File: config.mk
export PLATFORM = sky130hd
export DESIGN_NAME = glip_stream_arbiter
export DESIGN_NICKNAME = d
export VERILOG_FILES = /design/src/rtl/glip_stream_arbiter.sv
export SDC_FILE = /design/constraint.sdc
export NUM_CORES = 1
export LEC_CHECK = 0
export BUFFER_PORTS_ARGS = -buffer_cell sky130_fd_sc_hd__buf_2
export CORE_MARGIN = 2
export CORE_UTILIZATION = 33
export CTS_CLUSTER_SIZE = 28
export DETAILED_ROUTE_END_ITERATION = 16
export PLACE_DENSITY = 0.72
export SLEW_MARGIN = 20
export SYNTH_ARGS = -nofsm -noshare
export SYNTH_HDL_FRONTEND = slang
export SYNTH_SLANG_ARGS = --single-unit
File: constraint.sdc
create_clock -name clk -period 2.1 [get_ports clk]
set_input_delay 0.315 -clock clk [delete_from_list [all_inputs] [get_ports clk]]
set_output_delay 0.315 -clock clk [all_outputs]
set_load 0.02 [all_outputs]
File: src/rtl/glip_stream_arbiter.sv
// Round-robin N-to-1 stream arbiter; each grant carries up to MAX_BURST words.
// Define GLIP_STREAM_ARBITER_HEADER_EN to emit the granted channel index as a header word before each burst.
module glip_stream_arbiter #(
    parameter int unsigned WIDTH     = 16,
    parameter int unsigned N         = 4,
    parameter int unsigned MAX_BURST = 8,
    localparam int unsigned CW       = ($clog2(N) > 1) ? $clog2(N) : 1
) (
    input  logic               clk,
    input  logic               rst,
    input  logic [N*WIDTH-1:0] in_data,
    input  logic [N-1:0]       in_valid,
    output logic [N-1:0]       in_ready,
    output logic [WIDTH-1:0]   out_data,
    output logic               out_valid,
    input  logic               out_ready,
    output logic [CW-1:0]      out_channel
);

`ifdef GLIP_STREAM_ARBITER_HEADER_EN
    typedef enum logic [1:0] {IDLE, HEADER, BURST} state_t;
`else
    typedef enum logic [0:0] {IDLE, BURST} state_t;
`endif

    state_t           state_q;
    logic [CW-1:0]    ptr_q;
    logic [CW-1:0]    grant_q;
    logic [7:0]       count_q;

    logic [CW-1:0]    grant_d;
    logic [CW-1:0]    ptr_d;
    logic [CW-1:0]    cand;
    logic             found;
    logic             last_word;
    logic [WIDTH-1:0] in_words [N];

    always_comb begin
        for (int unsigned i = 0; i < N; i++) begin
            in_words[i] = in_data[i*WIDTH +: WIDTH];
        end
    end

    // First valid stream at or after ptr, wrapping modulo N (N need not be a power of two).
    always_comb begin
        grant_d = grant_q;
        found   = 1'b0;
        cand    = ptr_q;
        for (int unsigned i = 0; i < N; i++) begin
            if (!found && in_valid[cand]) begin
                found   = 1'b1;
                grant_d = cand;
            end
            cand = (cand == CW'(N - 1)) ? '0 : cand + CW'(1);
        end
    end

    assign ptr_d     = (grant_q == CW'(N - 1)) ? '0 : grant_q + CW'(1);
    assign last_word = (count_q == 8'(MAX_BURST - 1));

    always_ff @(posedge clk) begin
        if (rst) begin
            state_q <= IDLE;
            ptr_q   <= '0;
            grant_q <= '0;
            count_q <= '0;
        end else begin
            case (state_q)
                IDLE: begin
                    if (|in_valid) begin
                        grant_q <= grant_d;
                        count_q <= '0;
`ifdef GLIP_STREAM_ARBITER_HEADER_EN
                        state_q <= HEADER;
`else
                        state_q <= BURST;
`endif
                    end
                end
`ifdef GLIP_STREAM_ARBITER_HEADER_EN
                HEADER: begin
                    if (out_ready) begin
                        state_q <= BURST;
                    end
                end
`endif
                BURST: begin
                    if (!in_valid[grant_q]) begin
                        state_q <= IDLE;
                        ptr_q   <= ptr_d;
                    end else if (out_ready) begin
                        count_q <= count_q + 8'd1;
                        if (last_word) begin
                            state_q <= IDLE;
                            ptr_q   <= ptr_d;
                        end
                    end
                end
                default: state_q <= IDLE;
            endcase
        end
    end

    // Outputs are forced quiet while rst is high so no handshake completes in the reset cycle.
    always_comb begin
        out_valid   = 1'b0;
        out_data    = '0;
        out_channel = '0;
        in_ready    = '0;
        if (!rst) begin
            case (state_q)
                BURST: begin
                    out_valid         = in_valid[grant_q];
                    out_data          = in_words[grant_q];
                    out_channel       = grant_q;
                    in_ready[grant_q] = out_ready;
                end
`ifdef GLIP_STREAM_ARBITER_HEADER_EN
                HEADER: begin
                    out_valid          = 1'b1;
                    out_data[CW-1:0]   = grant_q;
                    out_channel        = grant_q;
                end
`endif
                default: ;
            endcase
        end
    end

endmodule

### Yosys cells after proc, flatten, opt, wreduce, memory -nomap -nowiden

Cells that the tools add are included.
Widths: inputs -> output; s select.

* bits in registers: 13
* bits in latches: 0
* bits in writable memories: 0
* ROM bits: 0
* bits of input ports: 71
* memories kept: 0

* add/sub/neg operators: 5
* multiply operators: 0
* div/mod/pow operators: 0
* $lt $le $gt $ge: 7
* equality and inequality tests: 10
* shift operators: 0
* multiplexer cells: 46
* bitwise operators: 3
* reductions and logical operators: 12

Operators with widths (number)
* $mux 16: 4
* $bmux 16 s2: 1
* $mux 2: 13
* $mux 8: 3
* $pmux 8 s2: 1
* $lt 2x3->1 const B: 5
* $mux 1: 15
* $bmux 1 s2: 5
* $reduce_and 3->1: 3
* $add 2x1->2 const B: 4
* $add 8x1->8 const B: 1
* $eq 2x2->1 const B: 4
* $eq 8x3->1 const B: 1
* $mux 4: 2
* $ne 2x2->1 const B: 4
* $and 4x4->4: 1
* $logic_and 1x1->1: 4
* $reduce_bool 4->1: 1
* $reduce_or 4->1: 1
* $ge 3x3->1 const B: 1
* $logic_not 1->1: 3
* $not 2->3: 1
* $demux 1 s2: 1
* $ge 2x1->1 const B: 1
* 3 further kinds: 3

### Depth between registers and ports, before layout

* depth after elaboration: 13
* gate-level depth with buffers: 7
* depth with buffers taken out: 6

### Worst setup path after synthesis

OpenSTA, ideal clock, no wires.

* path kind: reg-to-reg
* from: reg ptr_q[1]
* to: reg grant_q[0]
* setup time: 84 ps
* arrival time: 2297 ps
* setup slack: -281 ps
* cell stages (with the launch flop): 8
* buffers on the path: 1
* clock period less this slack: 2381 ps
* cell sequence: dfxtp_1 > ha_1 > buf_6 > mux4_2 > and3_1 > or4_1 > o32a_1 > o31ai_2

* cells in the longest elaborated chain, start to end: 13

RTL lines
* start, declared: line 27 `logic [CW-1:0] ptr_q;`
* start signal, assigned: line 90 `ptr_q <= ptr_d;`
* start signal, assigned: line 95 `ptr_q <= ptr_d;`
* branches (longest 13 deep; another with $add 2x1->2)
* end signal, assigned: line 71 `grant_q <= grant_d;`
* end, declared: line 28 `logic [CW-1:0] grant_q;`

Several ways; the timed one is not identified. The select of a mux whose other input is x is not followed.
A chain may end at the register's enable or synchronous reset.

### Worst setup path in the final report

* from: reg ptr_q[0]
* to: reg grant_q[0]

Same word-level chain as after synthesis.

==> impl_metrics.env <==
export IMPL_wl_um=4838
export IMPL_port_buffer_count=93
export IMPL_die_h_um=75.01
export IMPL_fill_cells=462
export IMPL_seqCellArea_um2=262.8
export IMPL_synth_area_mm2=0.001664
export IMPL_async_flop_share_pct=0
export IMPL_cp_max_fo=2
export IMPL_cts_tree="built"
export IMPL_drive_gt1_share_pct=53.17
export IMPL_cap_violations=0
export IMPL_ios=94
export IMPL_setup_ws_ps=-169.2
export IMPL_multiInputGateArea_mm2=0.001325
export IMPL_finalCritPeriodShare_pct=108.1
export IMPL_vias=1821
export IMPL_synth_avg_cell_area_um2=9.455
export IMPL_yosysTopAreaCell="mux4_2"
export IMPL_cellLeakagePower_nw=1.101
export IMPL_finalClockSkew_ps=5.315
export IMPL_fin_nets=362
export IMPL_ys_types=48
export IMPL_gp_congestion=0.8998
export IMPL_worst_pin_slew_ps=512.3
export IMPL_antenna_found_initial=0
export IMPL_max_freq_ghz=0.4407
export IMPL_place_hpwl_um=3968
export IMPL_path_clk_slew_ps=60
export IMPL_power_density_mw_per_mm2=579.7
export IMPL_ir_drop_mv=0.3599
export IMPL_cts_buffers=3
export IMPL_die_area_mm2=0.005627
export IMPL_wl_per_cell_um=13.78
export IMPL_grt_max_degree=21
export IMPL_yosys_warnings=0
export IMPL_slew_violations=0
export IMPL_area_growth_pct=44.44
export IMPL_die_w_um=75.01
export IMPL_initial_core_util_pct=34.77
export IMPL_crit_arrival_ps=2430
export IMPL_fp_coreArea_mm2=0.004786
export IMPL_setup_tns_ps=-169.2
export IMPL_htree_levels=1
export IMPL_ys_flop_type="dfxtp_1"
export IMPL_hold_buffers=0
export IMPL_ys_ff_latch=13
export IMPL_track_usage_pct=15.88
export IMPL_worstSetupEndpointType="flop"
export IMPL_cts_sinks=13
export IMPL_synth_seq_area_share_pct=15.64
export IMPL_outcome="finished, violations left"
export IMPL_antenna_left=0
export IMPL_hold_violations=0
export IMPL_synth_nets=253
export IMPL_cp_start_kind="flop"
export IMPL_netlist_instances=176
export IMPL_root_buffer="clkbuf_8"
export IMPL_worstSkewPairLatency_ps=240
export IMPL_hp_class="input pin to flop"
export IMPL_slew_headroom_pct=65.85
export IMPL_power_total_mw=1.393
export IMPL_fin_crit_ps=2269
export IMPL_clockBufferDepth=2
export IMPL_netlist_top_cells_area="mux4_2 (23%), dfxtp_1 (16%), and2_1 (7.1%)"
export IMPL_worstPathRequired_ps=2260
export IMPL_drt_iter0_markers=73
export IMPL_drt_first_pass_iters=4
export IMPL_fp_row_count=25
export IMPL_vias_per_cell=5.188
export IMPL_setup_viol=1
export IMPL_grt_pass1_wl_um=7031
export IMPL_rsz0062_at_grt="yes"
export IMPL_violations="negative setup slack"
export IMPL_synth_top_cell_area_share_pct=23.01
export IMPL_globalRouteOverflowTotal=0
export IMPL_antenna_cells=0
export IMPL_criticalPathCategory="flop to flop"
export IMPL_grt_pass1_vias=1681
export IMPL_synth_edf_count=0
export IMPL_drcViolationCount=0
per-layer routing:
layer,GRT usage [%],routed length (um)
met2,30.80,2415
met3,2.008,444
met5,0,0
met4,2.976,37
met1,18.60,1941
per-stage QoR:
stage	util [%]	instances	instance area, um2	setup WS, ps	hold WS, ps
after global placement	47.84	344	2290	-136.6	542.3
after CTS	49.31	348	2360	-176.1	362.4
after detailed placement	47.84	344	2290	-215.1	561.7
final	50.22	351	2404	-169.2	357.4
after floorplan	-	176	1665	-261.0	393.7
after global routing	50.22	351	2404	-260.1	378.6
final timing paths:
path	startpoint	end	slack (ps)	depth (start not counted)
worst max-delay path	ptr_q[0]$_SDFFE_PP0P_	grant_q[0]$_SDFFE_PP0P_	-170	6
worst min-delay path	rst	state_q$_SDFF_PP0_	360	2
worst max register to register	ptr_q[0]$_SDFFE_PP0P_	grant_q[0]$_SDFFE_PP0P_	-170	6
worst min register to register	count_q[6]$_SDFFE_PP0P_	count_q[6]$_SDFFE_PP0P_	570	2
cells in the mapped netlist (3+ instances only):
master    count
and2_1       19
mux4_2       17
dfxtp_1      13
nor2_1       12
nand2_1      11
and3_1        9
nor3_1        7
a21oi_1       6
ha_1          6
xor2_1        6
clkbuf_1      5
inv_1         5
mux2i_1       5
nand4_1       5
buf_6         4
mux4_1        3
power breakdown:
part	total (mW)	switching (mW)	internal, mW
Combinational	0.879	0.408	0.471
Clock	0.226	0.0921	0.134
Sequential	0.289	0.0210	0.268
Total	1.39	0.521	0.872
layout by cell type (no fill, tap or decap), types with 2 or more instances in the layout:
cell type,synthesis,layout
buf_2,1,93
buf_4,2,24
and2_1,19,19
mux4_2,17,17
nor2_1,12,12
nand2_1,11,11
dfxtp_1,13,11
and3_1,9,8
nor3_1,7,7
xor2_1,6,6
a21oi_1,6,6
inv_1,5,5
nand4_1,5,5
mux2i_1,5,5
ha_1,6,5
mux4_1,3,3
clkbuf_8,0,3
nand2b_1,2,2
nor4_1,2,2
o2bb2ai_1,2,2
nor3b_1,2,2
or4_1,2,2
mux2_2,2,2
o21ai_0,2,2
o22ai_1,2,2
buf_6,4,2
dfxtp_2,0,2
area by class of cell:
cell class                      instances  area share, %
Tap cell                               67          3.488
Multi-Input combinational cell        143          55.13
Clock buffer                            4          1.874
Sequential cell                        13          10.93
Timing Repair Buffer                  119          27.80
Inverter                                5         0.7808
critical path, stage by stage (launching register included):
cell and delay [ps]:
dfxtp_2 330, ha_4 270, mux4_2 520, and3_4 170, or4_1 400, o32a_1 300, o31ai_2 200
cell families (layout without fill, tap and decap cells):
group | after synthesis | after routing | synth area share (%)
DFF | 13 | 13 | 15.64
and+or+nand+nor | 79 | 79 | 26.54
xor gates and xnor gates | 6 | 6 | 3.158
adders and majority gates | 6 | 6 | 4.511
muxes | 28 | 28 | 32.93
AOI/OAI and AO/OA | 24 | 24 | 10.30
buffers and inverters | 20 | 128 | 6.917
flip-flops by register name (all words and copies together) (netlist names):
| name | count |
|---|---|
| count_q | 8 |
| grant_q | 2 |
| ptr_q | 2 |
| state_q | 1 |
what timing repair did:
item,in CTS,in global routing
buffers inserted,0,3
endpoints found under the setup margin,2,12
pin swaps,3,3
resized for setup,5,4
Power figures use the tool's default switching activity.
